$ cat src/rtl/cdc_pkg.sv
// Shared CDC types: reset-sequencer FSM states and counter sizing helper.
// Latency: n/a (types only).  Backpressure: n/a.
package cdc_pkg;

    typedef enum logic [2:0] {
        S_SYNC,
        S_HOLD,
        S_RELEASE,
        S_DONE,
        S_REASSERT
    } rst_seq_state_t;

    // Wide enough to hold the larger terminal count without wrapping.
    function automatic int rst_seq_cnt_w(input int hold_cycles, input int stagger_cycles);
        return $clog2(((hold_cycles > stagger_cycles) ? hold_cycles : stagger_cycles) + 1);
    endfunction

endpackage

$ cat src/rtl/cdc_reset_sequencer_if.sv
// Software-request / sequenced-reset bundle of the reset sequencer.
// Latency: n/a (wiring).  Backpressure: none, all signals are levels.
interface cdc_reset_sequencer_if #(
    parameter int NUM_CH = 4
);
    logic              sw_rst_req;
    logic [NUM_CH-1:0] rst_out;
    logic              seq_done;

    // master: the sequencer driving the resets; slave: the requester/consumer side.
    modport master (input sw_rst_req, output rst_out, output seq_done);
    modport slave  (output sw_rst_req, input rst_out, input seq_done);
endinterface

$ cat src/rtl/cdc_rst_sync_chain.sv
// Async-assert / sync-deassert reset synchroniser, SYNC_DEPTH flops deep.
// Latency: rst_sync falls after SYNC_DEPTH dst_clk edges; rises immediately.  Backpressure: none.
module cdc_rst_sync_chain #(
    parameter int SYNC_DEPTH = 2
) (
    input  logic dst_clk,
    input  logic rst_async,
    output logic rst_sync
);

    logic [SYNC_DEPTH-1:0] chain_q;

    always_ff @(posedge dst_clk or posedge rst_async) begin
        if (rst_async) begin
            chain_q <= '1;
        end else begin
            chain_q <= {chain_q[SYNC_DEPTH-2:0], 1'b0};
        end
    end

    assign rst_sync = chain_q[SYNC_DEPTH-1];

endmodule

$ cat src/rtl/cdc_reset_sequencer.sv
// Ordered reset-tree root: async assert of all channels, staggered ascending release; optional CDC_RST_SEQ_REVERSE_ASSERT_EN.
// Latency: rst_out[i] falls SYNC_DEPTH+HOLD_CYCLES+i*STAGGER_CYCLES edges after rst_async drops.
// Backpressure: none; sw_rst_req is sampled every edge and ignored only while the async reset propagates.
module cdc_reset_sequencer
    import cdc_pkg::*;
#(
    parameter int SYNC_DEPTH     = 2,
    parameter int NUM_CH         = 4,
    parameter int HOLD_CYCLES    = 4,
    parameter int STAGGER_CYCLES = 2
) (
    input  logic                  dst_clk,
    input  logic                  rst_async,
    cdc_reset_sequencer_if.master seq_if
);

    localparam int CW = rst_seq_cnt_w(HOLD_CYCLES, STAGGER_CYCLES);
    localparam int IW = (NUM_CH > 1) ? $clog2(NUM_CH) : 1;

    localparam logic [CW-1:0] HOLD_LAST = CW'(HOLD_CYCLES - 1);
    localparam logic [CW-1:0] STAG_LAST = CW'(STAGGER_CYCLES - 1);
    localparam logic [IW-1:0] IDX_LAST  = IW'(NUM_CH - 1);

`ifdef CDC_RST_SEQ_REVERSE_ASSERT_EN
    localparam bit REV_EN = 1'b1;
`else
    localparam bit REV_EN = 1'b0;
`endif

    logic              rst_sync;
    rst_seq_state_t    state;
    logic [CW-1:0]     cnt;
    logic [IW-1:0]     idx;
    logic [IW-1:0]     idx_nxt;
    logic [NUM_CH-1:0] rst_q;
    logic              done_q;
    logic              sw_restart;

    cdc_rst_sync_chain #(
        .SYNC_DEPTH (SYNC_DEPTH)
    ) u_sync (
        .dst_clk   (dst_clk),
        .rst_async (rst_async),
        .rst_sync  (rst_sync)
    );

    assign idx_nxt = idx + 1'b1;

`ifdef CDC_RST_SEQ_REVERSE_ASSERT_EN
    logic [IW-1:0] idx_prv;
    assign idx_prv = idx - 1'b1;
`endif

    always_comb begin
        sw_restart = seq_if.sw_rst_req &&
                     ((state == S_HOLD) || (state == S_RELEASE) || ((state == S_DONE) && !REV_EN));
    end

    always_ff @(posedge dst_clk or posedge rst_async) begin
        if (rst_async) begin
            state  <= S_SYNC;
            cnt    <= '0;
            idx    <= '0;
            rst_q  <= '1;
            done_q <= 1'b0;
        end else if (sw_restart) begin
            state  <= S_HOLD;
            cnt    <= '0;
            rst_q  <= '1;
            done_q <= 1'b0;
        end else begin
            case (state)
                // The edge that first sees rst_sync low is already hold cycle one,
                // which keeps channel 0 release at SYNC_DEPTH+HOLD_CYCLES.
                S_SYNC, S_HOLD: begin
                    if ((state == S_HOLD) || !rst_sync) begin
                        if (cnt == HOLD_LAST) begin
                            rst_q[0] <= 1'b0;
                            idx      <= '0;
                            cnt      <= '0;
                            if (NUM_CH == 1) begin
                                state  <= S_DONE;
                                done_q <= 1'b1;
                            end else begin
                                state  <= S_RELEASE;
                            end
                        end else begin
                            state <= S_HOLD;
                            cnt   <= cnt + 1'b1;
                        end
                    end
                end
                S_RELEASE: begin
                    if (cnt == STAG_LAST) begin
                        rst_q[idx_nxt] <= 1'b0;
                        idx            <= idx_nxt;
                        cnt            <= '0;
                        if (idx_nxt == IDX_LAST) begin
                            state  <= S_DONE;
                            done_q <= 1'b1;
                        end
                    end else begin
                        cnt <= cnt + 1'b1;
                    end
                end
                S_DONE: begin
`ifdef CDC_RST_SEQ_REVERSE_ASSERT_EN
                    if (seq_if.sw_rst_req) begin
                        rst_q[NUM_CH-1] <= 1'b1;
                        done_q          <= 1'b0;
                        cnt             <= '0;
                        idx             <= IDX_LAST;
                        state           <= (NUM_CH == 1) ? S_HOLD : S_REASSERT;
                    end
`endif
                end
`ifdef CDC_RST_SEQ_REVERSE_ASSERT_EN
                S_REASSERT: begin
                    if (cnt == STAG_LAST) begin
                        rst_q[idx_prv] <= 1'b1;
                        idx            <= idx_prv;
                        cnt            <= '0;
                        if (idx_prv == '0) begin
                            state <= S_HOLD;
                        end
                    end else begin
                        cnt <= cnt + 1'b1;
                    end
                end
`endif
                default: begin
                    state  <= S_SYNC;
                    cnt    <= '0;
                    rst_q  <= '1;
                    done_q <= 1'b0;
                end
            endcase
        end
    end

    assign seq_if.rst_out  = rst_q;
    assign seq_if.seq_done = done_q;

endmodule

$ cat src/flat_wrapper.sv
// flat-port wrapper written by rule: the top's interface ports become plain ports
module cdc_reset_sequencer_flat import cdc_pkg::*;
#(
    parameter int SYNC_DEPTH     = 2,
    parameter int NUM_CH         = 4,
    parameter int HOLD_CYCLES    = 4,
    parameter int STAGGER_CYCLES = 2
)
  (dst_clk, rst_async, seq_if_sw_rst_req, seq_if_rst_out, seq_if_seq_done);
  cdc_reset_sequencer_if #(.NUM_CH(NUM_CH)) seq_if_i ();
  input  logic dst_clk;
  input  logic rst_async;
  input wire logic [$bits(seq_if_i.sw_rst_req)-1:0] seq_if_sw_rst_req;
  output wire logic [$bits(seq_if_i.rst_out)-1:0] seq_if_rst_out;
  output wire logic [$bits(seq_if_i.seq_done)-1:0] seq_if_seq_done;
  assign seq_if_i.sw_rst_req = seq_if_sw_rst_req;
  assign seq_if_rst_out = seq_if_i.rst_out;
  assign seq_if_seq_done = seq_if_i.seq_done;
  cdc_reset_sequencer #(.SYNC_DEPTH(SYNC_DEPTH), .NUM_CH(NUM_CH), .HOLD_CYCLES(HOLD_CYCLES), .STAGGER_CYCLES(STAGGER_CYCLES)) u_core (.dst_clk(dst_clk), .rst_async(rst_async), .seq_if(seq_if_i));
endmodule
$ cat config.mk
export PLATFORM = sky130hd
export DESIGN_NAME = cdc_reset_sequencer_flat
export DESIGN_NICKNAME = d
export VERILOG_FILES = /design/src/rtl/cdc_pkg.sv /design/src/rtl/cdc_reset_sequencer_if.sv /design/src/rtl/cdc_rst_sync_chain.sv /design/src/rtl/cdc_reset_sequencer.sv /design/src/flat_wrapper.sv
export SDC_FILE = /design/constraint.sdc
export NUM_CORES = 1
export LEC_CHECK = 0
export CORE_MARGIN = 2
export CORE_UTILIZATION = 58
export CTS_BUF_LIST = sky130_fd_sc_hd__clkbuf_4 sky130_fd_sc_hd__clkbuf_8
export DETAILED_ROUTE_END_ITERATION = 8
export GPL_TIMING_DRIVEN = 0
export PLACE_DENSITY = 0.85
export RECOVER_POWER = 100
export SLEW_MARGIN = 5
export SYNTH_ARGS = -nofsm -noshare
export SYNTH_HDL_FRONTEND = slang
export SYNTH_SLANG_ARGS = --single-unit
$ cat constraint.sdc
create_clock -name dst_clk -period 2.15 [get_ports dst_clk]
set_clock_uncertainty 0.2 [all_clocks]
set_input_delay 0.215 -clock dst_clk [delete_from_list [all_inputs] [get_ports dst_clk]]
set_output_delay 0.215 -clock dst_clk [all_outputs]
set_load 0.02 [all_outputs]
# [After elaboration in Yosys (flattened, before gate mapping)]
# Cells that the tools add are included.
# W data, S select, Z words.
[totals] in_bits=3 output_inout_bits=5 ff_bits=15
[classes] n_reduce_logical=16 eq_ne=15 bitwise=3 order_cmp=2 muxes=27 addsub=2
[op_table] operator="$mux W3" n=8
[op_table] operator="$pmux W3 S3" n=2
[op_table] operator="$eq A3 B2 Y1 const B" n=3
[op_table] operator="$mux W2" n=4
[op_table] operator="$mux W4" n=2
[op_table] operator="$ne A2 B1 Y1 const B" n=4
[op_table] operator="$reduce_and A4 Y1" n=2
[op_table] operator="$eq A3 B1 Y1 const B" n=2
[op_table] operator="$mux W1" n=6
[op_table] operator="$ne A3 B1 Y1 const B" n=2
[op_table] operator="$ne A3 B2 Y1 const B" n=2
[op_table] operator="$pmux W3 S2" n=1
[op_table] operator="$reduce_and A5 Y1" n=1
[op_table] operator="$and A4 B4 Y4" n=1
[op_table] operator="$not A4 Y4" n=1
[op_table] operator="$pmux W2 S2" n=1
[op_table] operator="$reduce_and A2 Y1" n=2
[op_table] operator="$add A3 B1 Y3 const B" n=1
[op_table] operator="$logic_not A3 Y1" n=1
[op_table] operator="$logic_or A1 B1 Y1" n=3
[op_table] operator="$lt A2 B3 Y1 const B" n=1
[op_table] operator="$pmux W1 S3" n=1
[op_table] operator="$reduce_and A3 Y1" n=1
[op_table] operator="$reduce_or A3 Y1" n=1
[op_table] operator="11 further kinds" n=12

# [Longest topological paths before layout]
# Gate-level depths: netlist (run 1).
[depth] word_depth=10 mapped_depth=7

# [Hierarchy]
# From an unflattened synthesis (run 1), not the netlist that was laid out.
[unflattened] hier_cells=94 area_unflattened_um2=918.4
[by_module_without_submodules] module="cdc_reset_sequencer" area_per_inst_um2=858.3 cells_per_inst=90 instances=1
[by_module_without_submodules] module="cdc_rst_sync_chain" area_per_inst_um2=60.1 cells_per_inst=4 instances=1

# [Worst setup path before layout (run 1)]
# OpenSTA, ideal clock, no wires.
[synth_path] kind="register -> register" from="register u_core.cnt[0]" to="register u_core.cnt[0]" n_path_buf=1 path_stages_with_launch=8 setup_time_ps=82 arrival_time_ps=1470 setup_slack_ps=398 synth_period_minus_slack_ps=1752 path_cell_list="dfrtp_1 ha_1 ha_1 buf_2 nor3_1 a21oi_1 o32a_1 o22ai_1"
[synth_via] elab_chain_cells=5 elab_cells_between_ends=8 cone_classes="add/sub: 1; eq/ne: 2; mux: 5"
[synth_lines] item="from (decl)" line="cdc_reset_sequencer.sv:32" rtl="logic [CW-1:0] cnt;"
[synth_lines] item="from (signal assigned)" line="cdc_reset_sequencer.sv:89" rtl="cnt <= cnt + 1'b1;"
[synth_lines] item="from (signal assigned)" line="cdc_reset_sequencer.sv:103" rtl="cnt <= cnt + 1'b1;"
[synth_lines] item="$add A3 B1 Y3 / $eq A3 B2 Y1 (equally long branches)" line="cdc_reset_sequencer.sv:89, cdc_reset_sequencer.sv:103, cdc_reset_sequencer.sv:77"
[synth_lines] item="$mux W3" line="cdc_reset_sequencer.sv:77" rtl="if (cnt == HOLD_LAST) begin"
[synth_lines] item="$mux W3" line="cdc_reset_sequencer.sv:76" rtl="if ((state == S_HOLD) || !rst_sync) begin"
[synth_lines] item="$pmux W3 S3 *" line="cdc_reset_sequencer.sv:72" rtl="case (state)"
[synth_lines] item="$mux W3 *" line="cdc_reset_sequencer.sv:66" rtl="end else if (sw_restart) begin"
# Mark *: on every way between the ends. The rest lies on a longest branch, timed or not. The select of a mux whose other input is x is not followed.
# A chain may end at the register's enable or synchronous reset.

# [Worst setup path after layout (run 1)]
[layout_path] from="register u_core.cnt[0]" to="register u_core.rst_q[0] (netlist: u_core.seq_if.rst_out[0])"
[layout_via] elab_chain_cells=3 elab_cells_between_ends=5 cone_classes="eq/ne: 4; reduce/logical: 1"
[layout_lines] item="$eq A3 B2 Y1 / $eq A3 B1 Y1 (equally long branches)" line="cdc_reset_sequencer.sv:77, cdc_reset_sequencer.sv:94"
[layout_lines] item="$ne A3 B1 Y1 (no source line) / $ne A3 B2 Y1 (equally long branches)"
[layout_lines] item="$reduce_and A4 Y1 (no source line) *"
[layout_lines] item="to (signal assigned)" line="cdc_reset_sequencer.sv:69" rtl="rst_q <= '1;"
[layout_lines] item="to (signal assigned)" line="cdc_reset_sequencer.sv:78" rtl="rst_q[0] <= 1'b0;"
[layout_lines] item="to (signal, indexed assignment)" line="cdc_reset_sequencer.sv:95" rtl="rst_q[idx_nxt] <= 1'b0;"
[layout_lines] item="to (decl)" line="cdc_reset_sequencer.sv:35" rtl="logic [NUM_CH-1:0] rst_q;"
# Mark *: on every way between the ends. The rest lies on a longest branch, timed or not.

==> results of run 1 <==
-- final cells by class --
class                   instances  area [um^2]
fillers                       116          465
multi-input cells              64          444
flip-flops and latches         14          358
repair buffers                  7         70.1
inverters                      11         43.8
plain buffers                   5         40.0
clock buffers                   4         30.0
well taps                      16         20.0
-- kinds of logic (layout without fill, tap and decap cells) --
| family | count (synthesis) | in the layout | synth area share [%] |
|---|---|---|---|
| buffers and inverters | 16 | 27 | 9.38 |
| DFF | 14 | 14 | 40.1 |
| muxes | 2 | 2 | 2.24 |
| adders and majority gates | 8 | 8 | 11.2 |
| AOI/OAI and AO/OA | 25 | 25 | 18.6 |
| other | 1 | 1 | 0.420 |
| and+or+nand+nor | 28 | 28 | 18.1 |
-- layer usage --
layer	vias to the layer above	global-route usage, %	share of wire [%]
li1	351	-	-
met1	335	28.6	43
met2	24	34.0	47
met3	9	2.55	4.7
met4	0	19.4	5.5
met5	-	0	0
-- final timing paths --
kind                                       endpoint  slack (ns)
min reg2reg                u_core.u_sync.chain_q[1]        0.16
max                        u_core.seq_if.rst_out[0]        0.19
max reg2reg                u_core.seq_if.rst_out[0]        0.19
min                        u_core.u_sync.chain_q[1]        0.16
min in group asynchronous             u_core.cnt[0]        0.18
max in group asynchronous  u_core.seq_if.rst_out[3]        1.21
-- power groups by stage --
stage | sequential (W) | clock [W] | combinational (W)
after detailed placement | 0.000347 | 0 | 0.000377
after floorplan | 0.000344 | 0 | 0.000293
after CTS | 0.000342 | 0.000169 | 0.000379
final | 0.000343 | 0.000169 | 0.000369
after global routing | 0.000348 | 0.000181 | 0.000407
after global placement | 0.000346 | 0 | 0.000360
-- sequential cells by signal, indices dropped and copies added (netlist names) --
name,count
u_core.cnt,3
u_core.state,2
u_core.seq_if.seq_done,1
u_core.seq_if.rst_out,4
u_core.idx,2
u_core.u_sync.chain_q,2
-- synth_stat cells, types with 2 or more instances --
library cell  instances  area (um^2)
nor2_1                8         30.0
a31oi_1               2         12.5
o21ai_1               2         10.0
nand2_1               4         15.0
nor3_1                4         20.0
dfrtp_1               8          200
ha_1                  8          100
a21oi_1               6         30.0
buf_6                 2         22.5
inv_1                10         37.5
mux2i_1               2         20.0
and3_1                2         12.5
dfstp_2               6          158
o22ai_1               8         50.1
o22a_1                2         17.5
o32a_1                3         30.0
buf_2                 2         10.0
nand3_1               2         10.0
-- stage by stage --
stage | hold slack (ns) | instance area [um^2]
3_5_place_dp | 0.151 | 983
2_1_floorplan | -0.100 | 893
4_1_cts | 0.0698 | 1010
5_1_grt | 0.165 | 1010
6_report | 0.160 | 1010
3_3_place_gp | 0.145 | 983
-- cell usage in the layout (no fill, tap or decap), drive strengths merged, types with 3 or more instances in the layout --
cell type / synthesis / final
dlygate4sd3: 0 / 6
nor2: 8 / 8
o32a: 3 / 3
dfstp: 6 / 6
dfrtp: 8 / 8
inv: 11 / 11
a21oi: 6 / 6
nand2: 5 / 5
ha: 8 / 8
clkbuf: 0 / 4
o22ai: 8 / 8
buf: 5 / 5
nor3: 4 / 4
==> reports/qor.csv, run 1 <==
metric;value;unit
slowest cell on the critical path;dfrtp_1;
Avg Inst Size Synth;9.50;um^2
CTS buffer count;3;
critical path class;register to register;
I/O pins;8;
PwrDens;875;nW/um^2
Post-Place Setup Slack;0.251;ns
critical path data required time;2.17;ns
CTS tree;yes;
Port Buffer Count;7;
DR iter-0 viols;41;
largest net degree at the start of global routing;15;
CP Cell Sequence;ha_1 > nor2b_1 > and3_1 > o22ai_1 > a22o_1;
synthesized flop and latch total;14;
die height;43.2;um
Global Route Usage Sum;22.7;%
DP HPWL;1250;um
Clock Power Share;19.2;%
final worst slack;0.192;ns
Max VDD drop;0.000615;V
register area share after synthesis;40.1;%
vias in the first global route;695;
post-route total power;0.000880;W
nets@finish;117;
via count;719;
RSZ-0062 raised after global routing;false;
CP Launch Type;register;
top_reg_cell synth;dfrtp_1;
sinks on the clock net;14;
Initial Util;60.7;%
die footprint;1870;um^2
Crit path arrival time;1.98;ns
first-pass GRT wire length;3050;um
initial antenna violation count;0;
Area Growth Syn to Fin;12.6;%
Post-CTS Resized;0;
CP delay by family, top;simple AND/OR/NAND/NOR gates;
Worst path depth;5;
TritonRoute pass-1 iters;4;
Final Max Slew Viols;0;
final core utilization;68.4;%
final setup TNS;0;ns
clk buf depth;2;
max_cap viols;0;
share of cells above drive strength 1;18.1;%
routed len/inst;15.0;um
CTS H-Tree Depth;1;
Final Routed Wirelength;1810;um
final worst-path cycle share;91.1;%
LEAKAGE;0.422;nW
Core Rows;14;
Int Pwr;0.000551;W
GPL Wtd Cong;0.830;
non-filler instance count after layout;121;
CTS clk-pin slew, worst paths;0.08;ns
hold depth;0;
Core ar.;1470;um^2
Hold Vio Cnt, Final;0;
DR vias/cell;5.94;
CP Max Fanout;7;
mapped cell area;893;um^2
share of async-settable or async-resettable flops after synthesis;100;%
R2R depth;5;
Critical path origin;u_core.cnt[0];
switching share of power;37.4;%
logic gate share of total power;41.9;%
Worst-Margin Slew;0.505;ns
Hold Crit Class;register to register;
number of placed cells counting well taps;117;
# setup viols final;0;
hold path start;u_core.u_sync.chain_q[0];
chip width;43.2;um
Syn. warnings;0;
fin crit period;1.96;ns
outcome;complete, no violations;
Rel. slew slack;66.2;%
sequential share of power;38.9;%
critical path's largest stage delay;0.46;ns
root buf cell;clkbuf_4;
syn nets;105;
number of distinct library cells after synthesis;31;
Mapped Cells;94;
RR Startpoint;u_core.cnt[0];
CP Capture Type;register;
CP Buf/Inv Count;0;
EDFF count, synth;0;
# diodes;0;
DRC;0;
worst skew pair latency;0.29;ns
overflow left after global routing;0;
hold_buf cts;0;
NetSw;0.000329;W
Max Clk Rate;0.511;GHz
Post CTS Setup Buffer Count;0;
Routed Antenna Nets;0;
(Power assumes the default switching activity.)
==> run 2, diff against run 1 <==
--- a/config.mk
+++ b/config.mk
@@ -5,6 +5,7 @@
 export SDC_FILE = /design/constraint.sdc
 export NUM_CORES = 1
 export LEC_CHECK = 0
+export CAP_MARGIN = 20
 export CORE_MARGIN = 2
 export CORE_UTILIZATION = 58
 export CTS_BUF_LIST = sky130_fd_sc_hd__clkbuf_4 sky130_fd_sc_hd__clkbuf_8
@@ -12,7 +13,9 @@
 export GPL_TIMING_DRIVEN = 0
 export PLACE_DENSITY = 0.85
 export RECOVER_POWER = 100
+export REMOVE_ABC_BUFFERS = 1
 export SLEW_MARGIN = 5
 export SYNTH_ARGS = -nofsm -noshare
 export SYNTH_HDL_FRONTEND = slang
+export SYNTH_HIERARCHICAL = 1
 export SYNTH_SLANG_ARGS = --single-unit
==> reports/qor.csv, run 2 <==
metric;value;unit;change
outcome;complete, no violations;;
r2r endpoint;u_core/seq_if.rst_out[0];;
mapped cell area;918;um^2;+2.8%
most common cell in the netlist;nor2_1;;
final worst slack;0.183;ns;-0.00887 ns
via count;709;;-1.4%
hold_buf cts;0;;unchanged
Avg Inst Size Synth;9.77;um^2;+2.8%
max reg flops;4;;unchanged
largest area contributor in the netlist;dfrtp_1;;
vias in the first global route;653;;-6.0%
R2R depth;4;;-1
Initial Util;61.7;%;+0.97 points
die footprint;1920;um^2;+2.5%
share of async-settable or async-resettable flops after synthesis;100;%;unchanged
Routed Antenna Nets;0;;unchanged
number of distinct library cells after synthesis;38;;+23%
area of the multi-input gates;483;um^2;+8.7%
Final Max Slew Viols;0;;unchanged
CTS H-Tree Depth;1;;unchanged
DR iter-0 viols;10;;-76%
main area contributors after synthesis;dfrtp_1 (22%), dfstp_2 (17%), ha_1 (11%);;
fin crit period;1.97;ns;+0.00887 ns
Int Pwr;0.000543;W;-1.4%
DP HPWL;1150;um;-7.8%
Worst-Margin Slew;0.645;ns;+0.139 ns
RR Startpoint;u_core/state[1];;
Mapped Cells;94;;unchanged
LEAKAGE;0.418;nW;-1.0%
Final Routed Wirelength;1640;um;-9.3%
top_reg_cell synth;dfrtp_1;;
Area Growth Syn to Fin;8.58;%;
TritonRoute pass-1 iters;2;;-2
Hold Vio Cnt, Final;0;;unchanged
switching share of power;35.3;%;-2.2 points
Core Rows;14;;unchanged
root buf cell;clkbuf_4;;
Synth top cells by count;nor2_1 (9), dfrtp_1 (8), ha_1 (8);;
critical path class;register to register;;
hold depth;0;;unchanged
Worst Hold End;u_core/u_sync/chain_q[1];;
final worst-path cycle share;91.5;%;+0.41 points
sinks on the clock net;14;;unchanged
Post-CTS Resized;0;;unchanged
Max VDD drop;0.000428;V;-30%
I/O pins;8;;unchanged
Core ar.;1490;um^2;+1.2%
Clock Power Share;22.6;%;+3.4 points
largest net degree at the start of global routing;21;;+6
CTS clk-pin slew, worst paths;0.08;ns;about the same
first-pass GRT wire length;2820;um;-7.4%
synthesized flop and latch total;14;;unchanged
max_cap viols;0;;unchanged
Post CTS Setup Buffer Count;0;;unchanged
die height;43.8;um;+1.3%
PwrDens;841;nW/um^2;-3.9%
commonest non-fill, non-tap cells in the layout;nor2_1 (9), inv_1 (8), ha_1 (8), dfrtp_1 (8);;
hold path start;u_core/u_sync/chain_q[0];;
Hold WS;0.159;ns;-0.000686 ns
Rel. slew slack;57.0;%;-9.2 points
sequential share of power;46.1;%;+7.2 points
RSZ-0062 raised after global routing;false;;
CP Max Fanout;20;;+13
# diodes;0;;unchanged
critical path data required time;2.17;ns;about the same
clk buf depth;2;;unchanged
Max Clk Rate;0.508;GHz;-0.45%
Hold Crit Class;register to register;;
logic gate share of total power;31.3;%;-11 points
CTS tree;yes;;
initial antenna violation count;0;;unchanged
EDFF count, synth;0;;unchanged
post-route total power;0.000839;W;-4.7%
commonest non-fill, non-tap cell in the layout;nor2_1;;
CP Capture Type;register;;
overflow left after global routing;0;;unchanged
nets@finish;112;;-4.3%
Crit path arrival time;1.98;ns;about the same
chip width;43.8;um;+1.3%
share of cells above drive strength 1;14.0;%;-4.1 points
CTS buffer count;3;;unchanged
routed len/inst;14.2;um;-5.4%
DRC;0;;unchanged
# setup viols final;0;;unchanged
CP Launch Type;register;;
worst skew pair latency;0.28;ns;about the same
Syn. warnings;6;;+6
fillcell total;114;;-1.7%
Global Route Usage Sum;20.7;%;-2.0 points
Port Buffer Count;7;;unchanged
Seq. cell area;358;um^2;unchanged
final setup TNS;0;ns;unchanged
Post-Place Setup Slack;0.243;ns;-0.00793 ns
GPL Wtd Cong;0.807;;-2.7%
r2r setup slk;0.18;ns;about the same
DR vias/cell;6.11;;+2.9%
register area share after synthesis;39.0;%;-1.1 points
NetSw;0.000296;W;-10%
Synth top area share;21.8;%;-0.61 points
## run 2: metal layers
layer	vias to the layer above	global-route usage [%]	wire length, um	part of all wire, %
met4	0	15.2	48	2.9
met3	4	3.75	40	2.4
met1	349	24.7	759	46
li1	345	-	-	-
met2	11	32.9	794	48
met5	-	0	0	0
## run 2: how the worst max path moves through the flow
stage / cells after the start / to / startpoint / slack [ns]
after floorplan: 4 / u_core/seq_if.rst_out[0] / u_core/state[1] / 0.42
after global placement: 5 / u_core/idx[1] / seq_if_sw_rst_req / 0.24
after detailed placement: 5 / u_core/idx[1] / seq_if_sw_rst_req / 0.24
after CTS: 4 / u_core/seq_if.rst_out[0] / u_core/state[1] / 0.24
after global routing: 5 / u_core/seq_if.rst_out[0] / u_core/cnt[0] / 0.1
final: 4 / u_core/seq_if.rst_out[0] / u_core/state[1] / 0.18
## run 2: kinds of logic (layout without fill, tap and decap cells)
| kind of cell | count (synthesis) | in the layout | synth area share [%] |
|---|---|---|---|
| compound gates | 27 | 27 | 21.9 |
| simple gates | 27 | 27 | 15.9 |
| flops | 14 | 14 | 39.0 |
| buf+inv | 13 | 19 | 6.95 |
| fa+ha+maj | 8 | 8 | 10.9 |
| mux | 4 | 4 | 4.90 |
| other cells | 1 | 1 | 0.408 |
## run 2: layout make-up
cell class	instances	share of cell area [%]
clock buffer	4	3.64
inverter	8	3.01
multi-input combinational	67	48.4
sequential	14	35.9
tap	16	2.01
timing repair buffer	7	7.03
## run 2: per-stage QoR
stage	instances	utilization [%]	cell area [um^2]
floorplan	89	-	885
global placement	112	65.5	975
detailed placement	112	65.5	975
CTS	116	67.9	1010
global route	116	67.0	997
finish	116	67.0	997
## run 2: critical path, stage by stage (launching register included)
cell and delay [ns]:
dfrtp_1 0.76, nor2b_1 0.28, a2bb2oi_2 0.08, o221ai_1 0.25, mux2_4 0.32
## run 2: power by group through the flow
| stage | clock network, W | registers (W) | logic, W |
|---|---|---|---|
| after global routing | 0.000210 | 0.000397 | 0.000289 |
| after detailed placement | 0 | 0.000393 | 0.000273 |
| final | 0.000190 | 0.000387 | 0.000262 |
| after CTS | 0.000197 | 0.000388 | 0.000275 |
| after global placement | 0 | 0.000389 | 0.000268 |
| after floorplan | 0 | 0.000387 | 0.000200 |
